**src/rtl/fir_pkg.sv**
```systemverilog
// Shared types and constants for the FIR saturate-and-pack output stage.
package fir_pkg;

  localparam int Q15_MAX = 32767;
  localparam int Q15_MIN = -32768;

  typedef logic signed [15:0] q15_t;

  // Two Q1.15 samples per output word; the older sample sits in the low half.
  typedef struct packed {
    q15_t hi;
    q15_t lo;
  } pword_t;

  // One FIFO entry: the packed word plus its end-of-frame marker.
  typedef struct packed {
    logic   last;
    pword_t word;
  } fifo_ent_t;

endpackage

```
**src/rtl/sync_fifo.sv**
```systemverilog
// Single-clock FIFO. A write into a full FIFO is still taken when a read
// happens in the same cycle, because that read frees the slot being written.
module sync_fifo #(
  parameter int W     = 33,
  parameter int DEPTH = 16
) (
  input  logic         clk,
  input  logic         nrst,
  input  logic         wr_en,
  input  logic [W-1:0] wr_data,
  input  logic         rd_en,
  output logic [W-1:0] rd_data,
  output logic         full,
  output logic         empty
);

  localparam int AW = $clog2(DEPTH);

  logic [W-1:0] mem [DEPTH];
  logic [AW:0]  wr_ptr, rd_ptr;
  logic         do_wr, do_rd;

  assign do_rd = rd_en && !empty;
  assign do_wr = wr_en && (!full || do_rd);

  // The extra pointer MSB tells full from empty when the indices match.
  assign empty   = (wr_ptr == rd_ptr);
  assign full    = (wr_ptr[AW] != rd_ptr[AW]) && (wr_ptr[AW-1:0] == rd_ptr[AW-1:0]);
  assign rd_data = mem[rd_ptr[AW-1:0]];

  // Storage: data only, no reset needed since the pointers gate visibility.
  always_ff @(posedge clk) begin
    if (do_wr) mem[wr_ptr[AW-1:0]] <= wr_data;
  end

  // Pointer update.
  always_ff @(posedge clk or negedge nrst) begin
    if (!nrst) begin
      wr_ptr <= '0;
      rd_ptr <= '0;
    end else begin
      if (do_wr) wr_ptr <= wr_ptr + 1'b1;
      if (do_rd) rd_ptr <= rd_ptr + 1'b1;
    end
  end

endmodule

```
**src/rtl/fir_sat_pack.sv**
```systemverilog
// Saturates decimated FIR results to Q1.15, packs pairs into 32-bit words,
// frames them with tlast and buffers them for an AXI-Stream-style consumer.
module fir_sat_pack
  import fir_pkg::*;
#(
  parameter int FIFO_DEPTH  = 16,
  parameter int FRAME_BEATS = 64,
  parameter int IN_WIDTH    = 32
) (
  input  logic                       clk,
  input  logic                       nrst,
  input  logic                       s_tvalid,
  input  logic signed [IN_WIDTH-1:0] s_tdata,
  output logic                       m_tvalid,
  input  logic                       m_tready,
  output logic [31:0]                m_tdata,
  output logic                       m_tlast,
  input  logic                       clr_status,
  output logic                       overflow,
  output logic [15:0]                sat_count
);

  localparam int BW = (FRAME_BEATS > 1) ? $clog2(FRAME_BEATS) : 1;
  localparam logic signed [IN_WIDTH-1:0] MAXW = IN_WIDTH'(Q15_MAX);
  localparam logic signed [IN_WIDTH-1:0] MINW = IN_WIDTH'(Q15_MIN);

  logic          over, under, clip;
  q15_t          sat_val, half;
  logic          phase;
  logic [BW-1:0] beat;
  logic          push, pop, full, empty, drop, tlast_in;
  fifo_ent_t     wr_ent, rd_ent;

  assign over    = (s_tdata > MAXW);
  assign under   = (s_tdata < MINW);
  assign clip    = s_tvalid && (over || under);
  assign sat_val = over ? 16'sh7FFF : (under ? 16'sh8000 : s_tdata[15:0]);

  // Phase 1 means a low half is waiting, so this sample completes a word.
  assign push     = s_tvalid && phase;
  assign pop      = m_tvalid && m_tready;
  assign drop     = push && full && !pop;
  assign tlast_in = (beat == BW'(FRAME_BEATS - 1));

  assign wr_ent.last    = tlast_in;
  assign wr_ent.word.hi = sat_val;
  assign wr_ent.word.lo = half;

  sync_fifo #(
    .W     ($bits(fifo_ent_t)),
    .DEPTH (FIFO_DEPTH)
  ) u_fifo (
    .clk     (clk),
    .nrst    (nrst),
    .wr_en   (push),
    .wr_data (wr_ent),
    .rd_en   (pop),
    .rd_data (rd_ent),
    .full    (full),
    .empty   (empty)
  );

  // Head entry is exposed directly; zeroed while empty so idle/reset outputs are clean.
  assign m_tvalid = !empty;
  assign m_tdata  = empty ? 32'd0 : rd_ent.word;
  assign m_tlast  = empty ? 1'b0  : rd_ent.last;

  // Pairing: hold the first sample, toggle phase on every strobe regardless of drops.
  always_ff @(posedge clk or negedge nrst) begin
    if (!nrst) begin
      phase <= 1'b0;
      half  <= '0;
    end else if (s_tvalid) begin
      phase <= ~phase;
      if (!phase) half <= sat_val;
    end
  end

  // Beat counter advances only for words the FIFO actually took.
  always_ff @(posedge clk or negedge nrst) begin
    if (!nrst) begin
      beat <= '0;
    end else if (push && !drop) begin
      beat <= tlast_in ? '0 : beat + 1'b1;
    end
  end

  // Status: a same-cycle event beats the clear, leaving the freshly-set value.
  always_ff @(posedge clk or negedge nrst) begin
    if (!nrst) begin
      overflow  <= 1'b0;
      sat_count <= '0;
    end else begin
      if (drop)            overflow <= 1'b1;
      else if (clr_status) overflow <= 1'b0;

      if (clip) begin
        if (clr_status)                sat_count <= 16'd1;
        else if (sat_count != 16'hFFFF) sat_count <= sat_count + 16'd1;
      end else if (clr_status) begin
        sat_count <= '0;
      end
    end
  end

endmodule

```
**config.mk**
```make
export PLATFORM = sky130hd
export DESIGN_NAME = fir_sat_pack
export DESIGN_NICKNAME = d
export VERILOG_FILES = /design/src/rtl/fir_pkg.sv /design/src/rtl/sync_fifo.sv /design/src/rtl/fir_sat_pack.sv
export SDC_FILE = /design/constraint.sdc
export NUM_CORES = 1
export LEC_CHECK = 0
export BUFFER_PORTS_ARGS = -buffer_cell sky130_fd_sc_hd__buf_2
export CAP_MARGIN = 10
export CORE_MARGIN = 8
export CORE_UTILIZATION = 55
export DETAILED_ROUTE_END_ITERATION = 10
export HOLD_SLACK_MARGIN = 0.06
export PLACE_DENSITY = 0.81
export SETUP_SLACK_MARGIN = 0.05
export SLEW_MARGIN = 30
export SYNTH_ARGS = -nofsm -noshare
export SYNTH_HDL_FRONTEND = slang
export SYNTH_SLANG_ARGS = --single-unit
```
**constraint.sdc**
```tcl
create_clock -name clk -period 4.05 [get_ports clk]
set_input_delay 1.215 -clock clk [delete_from_list [all_inputs] [get_ports clk]]
set_output_delay 1.215 -clock clk [all_outputs]
set_load 0.05 [all_outputs]
```
# Word level (Yosys, flattened, before mapping)
# Memory sizes are Yosys's and may differ from the RTL's.
# Cells that the tools add are included.
# op_classes
addsub,4
n_lt_le_gt_ge,2
n_eq_ne,5
mux,13
bitwise,1
n_reduce_logical,20
# op_table
cell,count
$mux W16,6
$gt A32 B16 Y1 const B,1
$lt A32 B16 Y1 const B,1
$mux W32,1
$add A16 B1 Y16 const B,1
$ne A16 B16 Y1 const B,1
$add A5 B1 Y5 const B,2
$logic_and A1 B1 Y1,9
$add A6 B1 Y6 const B,1
$eq A6 B6 Y1 const B,1
$mux W6,1
$reduce_bool A2 Y1,3
$eq A5 B5 Y1,1
$mux W1,5
$eq A4 B4 Y1,1
$logic_not A1 Y1,4
$reduce_and A2 Y1,2
$logic_or A1 B1 Y1,2
$ne A1 B1 Y1,1
$not A1 Y1,1
# totals
reg_bits,50
ram_bits,528
input_bits,37
output_inout_bits,51
word_cells,53
memories,1
# mem_list
memory,words,width,rd,rd_clocked_by_memory_dff,wr,line_no,text
u_fifo.mem,16,33,1,0,1,sync_fifo.sv:19,logic [W-1:0] mem [DEPTH];

# Logic depth before layout (Yosys ltp)
# logic_depth
ltp_word,8
mapped_depth,8
mapped_depth_nobuf,6

# Cells and area by module
# From an unflattened synthesis, not the netlist that was laid out.
# unflattened
cells_unflattened,1117
hier_area_um2,22713.0
# modules_own_cells
module,instances,cells_per_inst,area_each_um2,seq_area_each_um2
sync_fifo,1,880,20415.8,16105.4
fir_sat_pack,1,237,2297.2,1001.0

# Least setup slack after synthesis
# Ideal clock, no wire load.
# synth_timing
path_type,input to register
start,input port s_tvalid
end,memory u_fifo.mem[3][0] (enable)
arrival_ns,4.208
t_required_ns,3.586
slack_ns,-0.623
path_stages,5
n_path_buf,2
cell_sequence,clkbuf_1 -> o311a_1 -> buf_2 -> nand2_1 -> nor3_1
# synth_between
elab_chain_cells,4
# synth_rtl
element,line_no,text
start: declaration,fir_sat_pack.sv:12,"input logic s_tvalid,"
$logic_and A1 B1 Y1,fir_sat_pack.sv:40,assign push = s_tvalid && phase;
$logic_and A1 B1 Y1,sync_fifo.sv:24,assign do_wr = wr_en && (!full || do_rd);
$mux W1,sync_fifo.sv:33,if (do_wr) mem[wr_ptr[AW-1:0]] <= wr_data;
$mux W1 (implied by the code),sync_fifo.sv:33,
end: declaration,sync_fifo.sv:19,
# No other way between the ends.

# Final worst setup path
# layout_timing
start,register u_fifo.rd_ptr[0]
end,output port m_tdata[1]
# layout_between
elab_chain_cells,2
word_cells_on_any_way,3
# layout_rtl
element,line_no,text
start: declaration,sync_fifo.sv:20,"logic [AW:0] wr_ptr, rd_ptr;"
start signal: assignment,sync_fifo.sv:43,if (do_rd) rd_ptr <= rd_ptr + 1'b1;
$mem_v2 Z16 W33 or $eq A5 B5 Y1 (tied branches),n/a,
$mux W32 *,fir_sat_pack.sv:65,assign m_tdata = empty ? 32'd0 : rd_ent.word;
end: declaration,fir_sat_pack.sv:16,"output logic [31:0] m_tdata,"
# Every way passes the cells marked *; elsewhere a longest branch is shown, timed or not.

==> results by group <==
Status
  • Outcome: finished, violations left
  • Failing checks: setup timing

Placement
  • Placed Area: 24,200 µm²
  • HPWL reported at the end of detailed placement: roughly 27,000 µm
  • Port-buffer cells: 87
  • Pre-CTS setup slack: 0.369 ns
  • Global placement routability congestion: 0.852
  • Placed cells: around 1,700

Routing
  • DR iter-0 viols: ~1,700
  • Routed Antenna Nets: 0
  • Post-DR wirelength/cell: between 30 and 40 µm
  • Via count: around 12,000
  • Total Routed Length: about 57,000 µm
  • Routed vias/inst: about 6.6
  • Drc violations: 0
  • DR pass1 iterations: 5

Cells and area
  • ANT cells: 0
  • Multi-input gate area: approximately 5500 µm²
  • Register area: between 15,000 and 20,000 µm²
  • FILL cells: about 2,500
  • Share of cells above drive strength 1: 35.9%
  • Fin area: about 27,000 µm²
  • P&R area growth vs syn: 18.2%
  • Nets: about 1,300
  • Post-route insts no fill: roughly 1,800

Global routing
  • Vias in the first global route: roughly 12,000
  • Largest net degree at the start of global routing: 72
  • Grt total ovfl: 0
  • First-pass GRT wire length: 82,400 µm
  • Overall routing resource usage: 23.8%
  • Initial antenna violation count: 1

Die
  • Num ports: a little under 90
  • Overall die height: ~220 µm
  • Die ar.: roughly 48,000 µm²
  • Initial core utilization: about 56%
  • Core ar.: slightly above 40,000 µm²
  • Die width: ~220 µm
  • Rows: between 70 and 80

Hold path
  • Worst hold stages: 1
  • Hold WC Path Type: flop to flop

STA
  • Tightest Pin Transition: between 1 and 1.5 ns
  • Max Freq: roughly 240 MHz
  • Tmin final: 4.09 ns
  • Setup ws final: -0.0404 ns
  • Final period utilization: 101%
  • Relative slew slack: a little under a third
  • Worst Skew: around 0.022 ns
  • Slew Limit Fails: 0
  • Final hold violations: 0
  • Setup tns final: -0.117 ns
  • Final setup fails: 5
  • RSZ-0062 raised after global routing: yes

Job
  • Max_cap viols: 0

Synth
  • Synth unique cells: 47
  • Avg Cell Area, Syn: around 21 µm²
  • Syn Inst Count: approximately 1,100
  • Mapped Nets: about 1,100
  • Synth area leaders: edfxtp_1, mux4_2, dfrtp_1
  • Top cell type's share of synthesized area: a little over two thirds
  • Number of synthesized flops with an enable pin: around 530
  • Area leader, netlist: edfxtp_1
  • Fraction of registers with async set/reset: about 8.7%
  • Yosys warning count: 0
  • Mapped cell area: approximately 23,000 µm²
  • Top_reg_cell synth: edfxtp_1
  • Synth Register Bits: around 580
  • Sequential share of the synthesized area: about three quarters

Worst setup path
  • Endpoint class of the critical path: output port
  • Crit Path Class: flop to output port
  • Type of origin of the critical path: flop
  • Worst EP required: 2.83 ns
  • Critical path data arrival time: around 2.9 ns
  • R2R cell count: 8
  • CP peak stage delay: roughly 0.52 ns
  • Critical path, cell by cell: buf_4, buf_4, clkbuf_16, mux4_2, mux4_2, and2_4, buf_6
  • CP max stage cell: dfrtp_4
  • Crit-path max FO: 8

Clocking
  • Worst-path clk slew: 0.07 ns
  • Clock Sinks: approximately 580
  • Worst-skew pair later-pin latency: between 0.6 and 0.7 ns
  • CTS HTree Levels: 2
  • Maximum root-to-sink buffer count: 3
  • CTS Root Buffer Type: clkbuf_16
  • TritonCTS buffer count: 55
  • CTS tree: done

Power
  • Worst vdd ir: approximately 0.54 mV
  • Leakage Power: 0.00908 µW
  • Pwr Total: 21,700 µW
  • PD cells: roughly 800 nW/µm²
## cell families (layout without fill, tap and decap cells)
logic type	after synthesis	in the layout	synth area share [%]
flops	578	578	75.1
simple gates	179	179	4.06
mux	171	171	16.6
buf+inv	64	257	1.50
compound gates	53	53	1.72
xor+xnor	18	18	0.692
fa+ha+maj	7	7	0.384
## per-layer routing
metal | part of all wire [%] | up-vias | track usage (%)
met3 | 10 | 133 | 5.87
met2 | 50 | 855 | 39.8
met5 | 0.014 | - | 0
met1 | 36 | 6164 | 30.1
li1 | - | 4762 | -
met4 | 3.5 | 2 | 8.95
## power breakdown
part           switching, µW  leakage, µW  total [µW]  internal [µW]
combinational           4320      0.00280        8580           4260
sequential               624      0.00544        8080           7450
clock                   2170     0.000839        5040           2870
## cell usage after synthesis, types with 5 or more instances
cell / instances
edfxtp_1: 528
mux4_2: 165
dfrtp_1: 50
nor2_1: 41
and2_1: 34
nand2_1: 32
clkbuf_1: 28
and3_1: 20
o31ai_1: 18
buf_2: 16
xnor2_1: 15
nand4_1: 12
nand3_1: 11
a21oi_1: 9
ha_1: 7
inv_1: 7
nor4_1: 7
nor3_1: 5
o21ai_0: 5
## cells in the final DEF, fill, tap and decap left out, drive strengths merged, types with 3 or more instances in the layout
cell / count
a21o: 3
a21oi: 9
a32o: 3
and2: 34
and3: 20
buf: 151
bufinv: 6
clkbuf: 69
clkinv: 18
dfrtp: 50
edfxtp: 528
ha: 7
inv: 11
mux2: 5
mux4: 165
nand2: 32
nand2b: 3
nand3: 11
nand4: 12
nor2: 41
nor2b: 4
nor3: 5
nor4: 7
o21ai: 6
o31ai: 18
or3: 4
or4: 4
xnor2: 15
xor2: 3
## sequential cells by signal, summed over array words and instances (netlist names)
signal         count
u_fifo.mem       528
overflow           1
beat               6
u_fifo.rd_ptr      5
sat_count         16
half              16
u_fifo.wr_ptr      5
phase              1
## worst max-delay path, delay by kind of cell, from the launching register on
kind                   cells  cell delay, ns
muxes                      2            0.95
buffers and inverters      4            0.62
DFF                        1            0.52
and+or+nand+nor            1            0.18
## metrics by stage
stage | utilization (%) | hold slack (ns)
floorplan | - | 0.439
global placement | 59.3 | 0.455
detailed placement | 59.3 | 0.472
CTS | 65.7 | 0.490
global route | 66.0 | 0.503
finish | 66.0 | 0.484
## worst paths after layout
path	start	to	slack, ns
max reg2reg	u_fifo.rd_ptr[0]	u_fifo.mem[6][4]	0.74
min	beat[4]	beat[4]	0.48
min reg2reg	beat[4]	beat[4]	0.48
max in group asynchronous	nrst	u_fifo.rd_ptr[0]	2.74
min in group asynchronous	nrst	sat_count[4]	0.65
max	u_fifo.rd_ptr[0]	m_tdata[1]	-0.04
## layout make-up
cell class                 instances  share of cell area (%)
multi-input combinational        428                    20.3
tap                              532                    2.47
inverter                           7                  0.0975
sequential                       578                    63.5
clock buffer                      66                    5.26
timing repair buffer             154                    7.16
clock inverter                    30                    1.15
## repair_timing
item	4_1_cts	5_1_grt
setup buffers	15	7
pin swaps	0	3
gates resized for setup	132	10
hold buffers	0	0
gates cloned	11	3
endpoints found under the setup margin	33	33
Power figures use the tool's default switching activity.
